**config.mk**
```make
export PLATFORM = sky130hd
export DESIGN_NAME = core_if_pc_gen
export DESIGN_NICKNAME = d
export VERILOG_FILES = /design/src/rtl/core_if_pc_gen_pkg.sv /design/src/rtl/core_if_inst_buf.sv /design/src/rtl/core_if_pc_gen.sv
export SDC_FILE = /design/constraint.sdc
export NUM_CORES = 1
export LEC_CHECK = 0
export CAP_MARGIN = 25
export CORE_MARGIN = 2
export CORE_UTILIZATION = 25
export CTS_CLUSTER_SIZE = 10
export DETAILED_ROUTE_END_ITERATION = 10
export PLACE_DENSITY = 0.47
export SYNTH_ARGS = -nofsm -noshare
export SYNTH_HDL_FRONTEND = slang
export SYNTH_SLANG_ARGS = --single-unit
```
**constraint.sdc**
```tcl
create_clock -name clk -period 4.66 [get_ports clk]
set_clock_uncertainty 0.15 [all_clocks]
set_input_delay 0.932 -clock clk [delete_from_list [all_inputs] [get_ports clk]]
set_output_delay 0.932 -clock clk [all_outputs]
set_load 0.01 [all_outputs]
```
**src/rtl/core_if_pc_gen_pkg.sv**
```systemverilog
// Shared widths, reset PC and fetch FSM state encodings for the IF PC generator.
// The HALT encoding exists only when CORE_PC_MISALIGN_CHK_EN is defined.
package core_if_pc_gen_pkg;

  localparam int          CORE_PC_WIDTH   = 32;
  localparam int          CORE_INST_WIDTH = 32;
  localparam logic [31:0] CORE_RESET_PC   = 32'h8000_0000;

  typedef enum logic [2:0] {
    CORE_IF_ST_BOOT = 3'd0,
    CORE_IF_ST_REQ  = 3'd1,
    CORE_IF_ST_WAIT = 3'd2,
    CORE_IF_ST_DROP = 3'd3,
    CORE_IF_ST_OUT  = 3'd4
`ifdef CORE_PC_MISALIGN_CHK_EN
    ,
    CORE_IF_ST_HALT = 3'd5
`endif
  } if_state_e;

endpackage

```
**src/rtl/core_if_inst_buf.sv**
```systemverilog
// One-entry {pc, inst} holding register between fetch and decode.
// Load wins over clear; clearing drops only the valid bit.
module core_if_inst_buf #(
  parameter int PC_WIDTH   = 32,
  parameter int INST_WIDTH = 32
) (
  input  logic                  clk,
  input  logic                  rst_n,
  input  logic                  i_load,
  input  logic                  i_clear,
  input  logic [PC_WIDTH-1:0]   i_pc,
  input  logic [INST_WIDTH-1:0] i_inst,
  output logic                  o_valid,
  output logic [PC_WIDTH-1:0]   o_pc,
  output logic [INST_WIDTH-1:0] o_inst
);

  logic                  r_valid;
  logic [PC_WIDTH-1:0]   r_pc;
  logic [INST_WIDTH-1:0] r_inst;

  always_ff @(posedge clk or negedge rst_n) begin
    if (!rst_n) begin
      r_valid <= 1'b0;
      r_pc    <= '0;
      r_inst  <= '0;
    end else if (i_load) begin
      r_valid <= 1'b1;
      r_pc    <= i_pc;
      r_inst  <= i_inst;
    end else if (i_clear) begin
      r_valid <= 1'b0;
    end
  end

  assign o_valid = r_valid;
  assign o_pc    = r_pc;
  assign o_inst  = r_inst;

endmodule

```
**src/rtl/core_if_pc_gen.sv**
```systemverilog
// Fetch PC generator: one outstanding imem request, one-entry IF/ID buffer, EX redirect/flush.
// Define CORE_PC_MISALIGN_CHK_EN to trap bit-1 targets (sticky misalign_o, FSM parks in HALT).
module core_if_pc_gen
  import core_if_pc_gen_pkg::*;
#(
  parameter int                  PC_WIDTH   = CORE_PC_WIDTH,
  parameter int                  INST_WIDTH = CORE_INST_WIDTH,
  parameter logic [PC_WIDTH-1:0] RESET_PC   = PC_WIDTH'(CORE_RESET_PC)
) (
  input  logic                  clk,
  input  logic                  rst_n,
  input  logic                  ex_valid,
  input  logic                  ex_branch_jump,
  input  logic [PC_WIDTH-1:0]   ex_bj_pc,
  output logic                  ifu_req_valid,
  output logic [PC_WIDTH-1:0]   ifu_req_addr,
  input  logic                  ifu_req_ready,
  input  logic                  ifu_rsp_valid,
  input  logic [INST_WIDTH-1:0] ifu_rsp_inst,
  output logic                  if_id_valid,
  output logic [PC_WIDTH-1:0]   if_id_pc,
  output logic [INST_WIDTH-1:0] if_id_inst,
  input  logic                  if_id_ready,
  output logic                  flush_o
`ifdef CORE_PC_MISALIGN_CHK_EN
  ,
  output logic                  misalign_o
`endif
);

  if_state_e             r_state;
  if_state_e             w_state_next;
  logic [PC_WIDTH-1:0]   r_pc;
  logic [PC_WIDTH-1:0]   w_pc_next;
  logic [PC_WIDTH-1:0]   w_tgt;
  logic                  w_redirect;
  logic                  w_jump;
  logic                  w_buf_load;
  logic                  w_buf_clear;
  logic                  w_unused_bj;

  assign w_redirect  = ex_valid & ex_branch_jump;
  assign flush_o     = w_redirect;
  assign w_unused_bj = ^ex_bj_pc[1:0];

`ifdef CORE_PC_MISALIGN_CHK_EN
  logic w_misalign_hit;
  logic r_misalign;

  // A bit-1 target is trapped instead of followed.
  assign w_misalign_hit = w_redirect & ex_bj_pc[1];
  assign w_jump         = w_redirect & ~ex_bj_pc[1];
  assign w_tgt          = {ex_bj_pc[PC_WIDTH-1:1], 1'b0};

  always_ff @(posedge clk or negedge rst_n) begin
    if (!rst_n) begin
      r_misalign <= 1'b0;
    end else if (w_misalign_hit) begin
      r_misalign <= 1'b1;
    end
  end

  assign misalign_o = r_misalign;
`else
  assign w_jump = w_redirect;
  assign w_tgt  = {ex_bj_pc[PC_WIDTH-1:2], 2'b00};
`endif

  always_ff @(posedge clk or negedge rst_n) begin
    if (!rst_n) begin
      r_state <= CORE_IF_ST_BOOT;
      r_pc    <= RESET_PC;
    end else begin
      r_state <= w_state_next;
      r_pc    <= w_pc_next;
    end
  end

  // Redirect outranks every handshake in every state.
  always_comb begin
    w_state_next = r_state;
    w_pc_next    = r_pc;
    w_buf_load   = 1'b0;
    w_buf_clear  = 1'b0;
    case (r_state)
      CORE_IF_ST_BOOT: begin
        if (w_jump) w_pc_next = w_tgt;
        w_state_next = CORE_IF_ST_REQ;
      end
      CORE_IF_ST_REQ: begin
        if (w_jump) begin
          w_pc_next    = w_tgt;
          w_state_next = ifu_req_ready ? CORE_IF_ST_DROP : CORE_IF_ST_REQ;
        end else if (ifu_req_ready) begin
          w_state_next = CORE_IF_ST_WAIT;
        end
      end
      CORE_IF_ST_WAIT: begin
        if (w_jump) begin
          w_pc_next    = w_tgt;
          w_state_next = ifu_rsp_valid ? CORE_IF_ST_REQ : CORE_IF_ST_DROP;
        end else if (ifu_rsp_valid) begin
          w_buf_load   = 1'b1;
          w_pc_next    = r_pc + PC_WIDTH'(4);
          w_state_next = CORE_IF_ST_OUT;
        end
      end
      CORE_IF_ST_DROP: begin
        // A response arriving here belongs to the abandoned request.
        if (w_jump) w_pc_next = w_tgt;
        if (ifu_rsp_valid) w_state_next = CORE_IF_ST_REQ;
      end
      CORE_IF_ST_OUT: begin
        if (w_jump) begin
          w_buf_clear  = 1'b1;
          w_pc_next    = w_tgt;
          w_state_next = CORE_IF_ST_REQ;
        end else if (if_id_ready) begin
          w_buf_clear  = 1'b1;
          w_state_next = CORE_IF_ST_REQ;
        end
      end
`ifdef CORE_PC_MISALIGN_CHK_EN
      CORE_IF_ST_HALT: w_state_next = CORE_IF_ST_HALT;
`endif
      default: w_state_next = CORE_IF_ST_BOOT;
    endcase
`ifdef CORE_PC_MISALIGN_CHK_EN
    if (w_misalign_hit) begin
      w_state_next = CORE_IF_ST_HALT;
      w_pc_next    = r_pc;
      w_buf_load   = 1'b0;
      w_buf_clear  = 1'b1;
    end
`endif
  end

  always_comb begin
    ifu_req_valid = (r_state == CORE_IF_ST_REQ);
    ifu_req_addr  = r_pc;
  end

  core_if_inst_buf #(
    .PC_WIDTH   (PC_WIDTH),
    .INST_WIDTH (INST_WIDTH)
  ) u_inst_buf (
    .clk     (clk),
    .rst_n   (rst_n),
    .i_load  (w_buf_load),
    .i_clear (w_buf_clear),
    .i_pc    (r_pc),
    .i_inst  (ifu_rsp_inst),
    .o_valid (if_id_valid),
    .o_pc    (if_id_pc),
    .o_inst  (if_id_inst)
  );

endmodule

```
# [Yosys cells after proc, flatten, opt, wreduce, memory -nomap -nowiden]
# Cells that the tools add are included.
[classes] eq_ne=9 reduce_logical=6 add_sub_neg=1 n_bitwise=1 mux=22
[op_table] operator="2-to-1 mux 32 bit" n=3
[op_table] operator="case mux 32 bit (2 select lines)" n=1
[op_table] operator="adder 32 x 3 -> 32 bit (second input constant)" n=1
[op_table] operator="2-to-1 mux 3 bit" n=7
[op_table] operator="case mux 3 bit (5 select lines)" n=1
[op_table] operator="2-to-1 mux 1 bit" n=8
[op_table] operator="equality test 3 x 2 -> 1 bit (second input constant)" n=2
[op_table] operator="inequality test 3 bit (second input constant)" n=2
[op_table] operator="2-to-1 mux 2 bit" n=2
[op_table] operator="AND reduction 4 bit" n=1
[op_table] operator="nonzero test 2 bit" n=2
[op_table] operator="OR reduction 4 bit" n=1
[op_table] operator="equality test 3 x 1 -> 1 bit (second input constant)" n=1
[op_table] operator="equality test 3 bit (second input constant)" n=1
[op_table] operator="zero test 3 bit" n=1
[op_table] operator="inequality test 3 x 1 -> 1 bit (second input constant)" n=1
[op_table] operator="AND reduction 3 bit" n=1
[op_table] operator="inequality test 2 x 1 -> 1 bit (second input constant)" n=1
[op_table] operator="inequality test 2 bit (second input constant)" n=1
[op_table] operator="bitwise AND 1 bit" n=1
[word_totals] wordCells=44 output_inout_bits=99 register_bits=100

# [Logic depth before layout (Yosys ltp)]
# Gate-level depths: netlist of the first run.
[depth] word_depth=5 depth_mapped=8 mapped_depth_nobuf=6

# [Hierarchy]
# Synthesis of the first run repeated with hierarchy kept, for this count alone.
[hier_totals] hier_cells=397 hier_area_um2=4728.3
[by_module_without_submodules] mod="core_if_inst_buf" n_inst=1 area_each_um2=2615.0 cells_each=138
[by_module_without_submodules] mod="core_if_pc_gen" n_inst=1 area_each_um2=2113.3 cells_each=259

# [Least setup slack after synthesis of the first run]
# Ideal clock, no wire load.
[synth_timing] kind="input -> output" from="in ex_valid" to="out flush_o" required_time_ns=3.578 t_arrival_ns=1.375 setup_slack_ns=2.203 path_buffers=1 path_stages=3 cell_sequence="nand2_1 -> inv_1 -> clkbuf_1"
[synth_between] elab_chain_len=1
[synth_lines] item="start: declaration" line="core_if_pc_gen.sv:12" rtl="input logic ex_valid,"
[synth_lines] item="bitwise AND 1 bit" line="core_if_pc_gen.sv:42" rtl="assign w_redirect = ex_valid & ex_branch_jump;"
[synth_lines] item="end: declaration" line="core_if_pc_gen.sv:24" rtl="output logic flush_o"
# Every way passes these cells.

# [Worst setup path after layout of the first run]
# Same ends and word-level chain as after synthesis.

==> results of run 1 <==
-- sequential cells by signal, summed over array words and instances, names as in the netlist --
register            count
u_inst_buf.o_inst      32
ifu_req_addr           30
u_inst_buf.o_pc        30
r_state                 3
u_inst_buf.o_valid      1
-- logic make-up after synthesis --
family | count (synthesis)
multiplexers | 3
buffers and inverters | 47
adder cells (fa/ha/maj) | 1
flip-flops | 96
AND/OR/NAND/NOR | 292
AO/OA/AOI/OAI | 95
other | 1
-- worst max-delay path, delay by kind of cell --
kind	cells	cell delay [ns]
buffers and inverters	3	1.40
and+or+nand+nor	1	0.08
-- layout make-up --
| cell class | count | share of cell area [%] |
|---|---|---|
| repair buffers | 170 | 25.1 |
| multi-input cells | 395 | 29.7 |
| inverters | 7 | 0.392 |
| well taps | 229 | 4.28 |
| clock buffers | 9 | 3.36 |
| flip-flops and latches | 96 | 35.9 |
| clock inverters | 7 | 1.25 |
-- layer usage --
metal	vias up	wire length [um]	GRT usage (%)
li1	2084	-	-
met1	1992	6800	20.2
met2	142	6480	23.3
met3	12	783	3.18
met4	0	180	4.57
met5	-	0	0
-- synth_stat cells (2+ instances only) --
cell / n / area share (%)
o22a_1: 4 / 0.77
dfrtp_1: 95 / 52
o22ai_1: 8 / 1.1
and3_1: 6 / 0.82
or3_1: 2 / 0.27
buf_1: 5 / 0.41
and2_1: 2 / 0.27
o2bb2ai_1: 2 / 0.38
nor4_1: 2 / 0.27
o31a_1: 2 / 0.38
buf_2: 10 / 1.1
nor4_4: 2 / 0.93
nor3_1: 6 / 0.66
nor2_1: 29 / 2.4
nand4_1: 8 / 1.1
a211oi_1: 3 / 0.49
a2bb2oi_1: 7 / 1.3
nand2_1: 206 / 17
o21a_1: 2 / 0.33
a21oi_1: 30 / 3.3
inv_1: 7 / 0.58
clkbuf_1: 19 / 1.6
buf_4: 5 / 0.82
nor3b_1: 3 / 0.49
nand4_4: 2 / 0.93
nand3_1: 14 / 1.5
mux2_2: 2 / 0.49
and4_1: 2 / 0.38
a31oi_1: 7 / 0.96
a21o_1: 2 / 0.33
o21ai_0: 19 / 2.1
-- through the flow --
| stage | util, % | worst slack (ns) | total power [mW] | std cells |
|---|---|---|---|---|
| detailed placement | 35.6 | 1.16 | 3.56 | 897 |
| CTS | 37.3 | 1.15 | 4.37 | 913 |
| global route | 37.3 | 1.04 | 4.61 | 913 |
| finish | 37.3 | 1.17 | 4.30 | 913 |
| floorplan | - | 2.20 | 2.46 | 538 |
| global placement | 35.6 | 1.17 | 3.52 | 897 |
-- final timing paths --
check                                                          to  slack [ns]                        startpoint  cells past startpoint
min in group asynchronous       u_inst_buf.o_inst[14]$_DFFE_PN0P_        0.55                             rst_n                      1
worst min-delay path             u_inst_buf.o_inst[4]$_DFFE_PN0P_        0.33  u_inst_buf.o_inst[4]$_DFFE_PN0P_                      2
worst max-delay path                                      flush_o        1.17                          ex_valid                      4
max in group asynchronous            ifu_req_addr[21]$_DFFE_PN0P_        2.91                             rst_n                      2
worst max register to register       ifu_req_addr[30]$_DFFE_PN0P_        1.91       ifu_req_addr[2]$_DFFE_PN0P_                      6
worst min register to register   u_inst_buf.o_inst[4]$_DFFE_PN0P_        0.33  u_inst_buf.o_inst[4]$_DFFE_PN0P_                      2
-- where the power goes --
group	switching [mW]	total (mW)	internal [mW]
combinational	0.876	1.90	1.02
clock	0.355	0.782	0.427
sequential	0.398	1.63	1.23
==> impl_metrics.csv, run 1 <==
group,metric,value,unit
timing,hold_viol,0,
critical_path,start_kind,"primary input",
grt,grt_usage,14.7,%
critical_path,required,3.58,ns
layout,final_area,6700,um2
clocking,clk_latency,0.35,ns
synth,synthArstFlopShare,100,%
layout,antenna_cells,0,
power_and_ir_drop,p_per_area,643,nW/um2
critical_path,crit_chain,"clkdlybuf4s50_1 > nand2_1 > inv_1 > clkdlybuf4s50_1",
clocking,post_cts_buffers,0,
timing,finalMaxSlewViolations,0,
synth,synth_edf_count,0,
synth,syn_inst,535,
critical_path,crit_slowest_cell,"clkdlybuf4s50_1",
run,cap_violations,0,
floorplan,die_h,139,um
status,outcome,"finished, final reports clean",
routing,routed_via_density,4.63,
place,postPlaceCellArea,6390,um2
layout,fin_nets,751,
synth,synthAdderAreaFrac,0.274,%
clocking,cts-buffers-inserted,9,
timing,timing.hold.ws,0.327,ns
timing,rsz0062_at_grt,"false",
clocking,clock-sinks,96,
floorplan,die_area,19400,um2
synth,synth.ff_latch_count,96,
layout,seqCellArea,2400,um2
layout,multi_input_area,1990,um2
clocking,post_cts_resize_count,0,
critical_path,max_stage_delay,0.62,ns
layout,drive_above_1_share,5.85,%
floorplan,fp.dieW,139,um
layout,fillers,1829,
timing,tns,0,ns
clocking,clk_pin_slew,0.07,ns
grt,grt_pass1_vias,4117,
clocking,cts_hold_buffers,0,
routing,vias,4230,
clocking,htreeDepth,3,
timing,period_needed,3.49,ns
place,post-dp-hpwl,9800,um
layout,syn2layout_area_growth,46.5,%
synth,synth_top_family_by_area,"simple AND/OR/NAND/NOR gates",
floorplan,pin_count,170,
timing,period_share,75.0,%
place,globalplace.congestion,0.757,
grt,antenna_found_initial,1,
critical_path,path_common_cell,"clkdlybuf4s50_1",
floorplan,initial_utilization,25.4,%
routing,ant_nets,0,
critical_path,critPathMaxFanout,12,
worst_hold_path,hold_path_class,"register to register",
floorplan,rows,49,
grt,grt_overflow_total,0,
synth,muxShareOfSynthArea,0.712,%
synth,synthDistinctLibCells,53,
synth,netlist_area,4570,um2
floorplan,core-area,18000,um2
synth,synth_warnings,0,
layout,final_common_cell,"nand2_1",
power_and_ir_drop,power_leakage,2.92,nW
synth,synth_ff_type,"dfrtp_1",
critical_path,crit_path_end_kind,"output port",
timing,timing.fmax,0.286,GHz
power_and_ir_drop,ir_drop,0.000238,V
clocking,cts_tree,"done",
clocking,cts_root_buf,"clkbuf_16",
critical_path,path_class,"primary input to output port",
routing,drt-pass1-iter-count,4,
timing,setup_viol,0,
routing,wire_per_inst,15.6,um
synth,syn_area_per_cell,8.54,um2
place,io_buffer_count,163,
routing,routed_wirelength,14200,um
synth,synth_xor_area_share,0,%
clocking,clock_path_buffers,2,
synth,synth-simple-area-share,28.6,%
grt,grt_max_degree,68,
timing,max_slew_margin,40.0,%
layout,layout_common_cells,"206 x nand2_1, 162 x clkdlybuf4s50_1, 95 x dfrtp_1",
critical_path,crit_arrival,2.41,ns
synth,ys_seq_area_share,52.6,%
routing,drc,0,
routing,dr.first_iter.drc_count,220,
synth,synth_compound_area_share,13.2,%
timing,tightestPinTransition,0.898,ns
grt,grt_pass1_wl,22700,um
Power figures use the tool's default switching activity.
==> run 2, diff against run 1 <==
==> constraint.sdc (replaced) <==
create_clock -name clk -period 3.4 [get_ports clk]
set_clock_uncertainty 0.15 [all_clocks]
set_input_delay 0.68 -clock clk [delete_from_list [all_inputs] [get_ports clk]]
set_output_delay 0.68 -clock clk [all_outputs]
set_load 0.01 [all_outputs]
==> impl_metrics.csv, run 2 (synthesized netlist as in run 1, its figures left out) <==
group,metric,value,unit
floorplan,rows,49,
critical_path,crit_slowest_cell,"clkdlybuf4s50_1",
clocking,post_cts_resize_count,0,
clocking,clock-sinks,96,
timing,setup_viol,0,
status,outcome,"finished, final reports clean",
critical_path,crit_arrival,2.14,ns
clocking,cts-buffers-inserted,9,
clocking,htreeDepth,3,
floorplan,core-area,18000,um2
grt,grt_pass1_wl,23500,um
layout,fillers,1802,
power_and_ir_drop,ir_drop,0.000354,V
floorplan,initial_utilization,25.4,%
timing,period_share,87.3,%
timing,hold_viol,0,
grt,grt_max_degree,70,
clocking,cts_hold_buffers,0,
place,dp_cells,903,
timing,tns,0,ns
floorplan,die_h,139,um
layout,post-route-util,37.8,%
timing,timing.fmax,0.337,GHz
place,io_buffer_count,163,
worst_hold_path,hold_path_class,"primary input to asynchronous set/reset pin",
floorplan,pin_count,170,
place,post-dp-hpwl,10100,um
grt,grt_overflow_total,0,
routing,vias,4277,
timing,finalMaxSlewViolations,0,
critical_path,critPathMaxFanout,12,
clocking,clock_path_buffers,2,
power_and_ir_drop,power_leakage,2.96,nW
layout,layout_common_cells,"206 x nand2_1, 162 x clkdlybuf4s50_1, 95 x dfrtp_1",
routing,drc,0,
layout,layoutNonFillerInstCount,919,
layout,fin_nets,757,
critical_path,r2r_cells,5,
critical_path,start_kind,"primary input",
place,globalplace.congestion,0.766,
timing,period_needed,2.97,ns
routing,drt-pass1-iter-count,4,
power_and_ir_drop,p_per_area,884,nW/um2
routing,routed_via_density,4.65,
timing,max_slew_margin,40.0,%
critical_path,path_common_cell,"clkdlybuf4s50_1",
routing,wire_per_inst,15.6,um
layout,largest_register_ffs,32,
critical_path,max_stage_delay,0.61,ns
run,cap_violations,0,
timing,rsz0062_at_grt,"false",
grt,grt_pass1_vias,4276,
layout,drive_above_1_share,6.67,%
critical_path,required,2.57,ns
routing,dr.first_iter.drc_count,200,
critical_path,crit_chain,"clkdlybuf4s50_1 > nand2_1 > inv_1 > clkdlybuf4s50_1",
layout,final_common_cell,"nand2_1",
timing,tightestPinTransition,0.900,ns
floorplan,fp.dieW,139,um
routing,routed_wirelength,14300,um
floorplan,die_area,19400,um2
critical_path,path_class,"primary input to output port",
clocking,cts_tree,"done",
routing,ant_nets,0,
layout,syn2layout_area_growth,48.5,%
clocking,clk_latency,0.35,ns
clocking,post_cts_buffers,0,
clocking,cts_root_buf,"clkbuf_16",
clocking,clk_pin_slew,0.07,ns
grt,grt_usage,15.2,%
timing,timing.hold.ws,0.301,ns
grt,antenna_found_initial,0,
layout,antenna_cells,0,
critical_path,crit_path_end_kind,"output port",
[run 2: cell count changes in the layout (fill, tap and decap cells not counted), sizes merged]
cell    previous run  this run
buf                8        14
inv               11         9
bufinv             1         2
clkinv             1         2
[run 2: per-layer routing]
metal  vias to the layer above  part of all wire, %  GRT usage (%)
li1                       2095                    -              -
met1                      2019                   48           21.2
met2                       148                   44           23.1
met3                        15                  5.7           3.11
met4                         0                  1.7           5.69
met5                         -                    0              0
[run 2: worst paths after layout]
path / start / endpoint / slack [ns]
max in group asynchronous: rst_n / ifu_req_addr[12]$_DFFE_PN0P_ / 2.02
setup reg to reg: ifu_req_addr[6]$_DFFE_PN0P_ / ifu_req_addr[29]$_DFFE_PN0P_ / 0.98
min in group clk: u_inst_buf.o_inst[27]$_DFFE_PN0P_ / u_inst_buf.o_inst[27]$_DFFE_PN0P_ / 0.32
hold / removal: rst_n / u_inst_buf.o_inst[13]$_DFFE_PN0P_ / 0.30
hold reg to reg: u_inst_buf.o_inst[27]$_DFFE_PN0P_ / u_inst_buf.o_inst[27]$_DFFE_PN0P_ / 0.32
setup / recovery: ex_valid / flush_o / 0.43
[run 2: final cells by class]
class	count	area, um2	area share [%]
Sequential cell	96	2400	35.4
Multi-Input combinational cell	395	1990	29.3
Inverter	7	26.3	0.387
Clock inverter	7	103	1.51
Clock buffer	9	225	3.32
Timing Repair Buffer	176	1750	25.8
Tap cell	229	287	4.22
[run 2: where the power goes]
group	switching, mW	internal, mW
Combinational	1.21	1.42
Sequential	0.550	1.68
Clock	0.481	0.653
[run 2: worst max-delay path: cells and delay by family]
family                 cells  cell delay (ns)
and+or+nand+nor            1             0.08
buffers and inverters      3             1.37
[run 2: stage by stage]
stage	total power [mW]	instance area, um2	setup WS (ns)
final	6.00	6780	0.433
after floorplan	3.37	4580	1.20
after global routing	6.42	6780	0.339
after CTS	6.08	6780	0.421
after global placement	4.86	6460	0.426
after detailed placement	4.92	6460	0.419
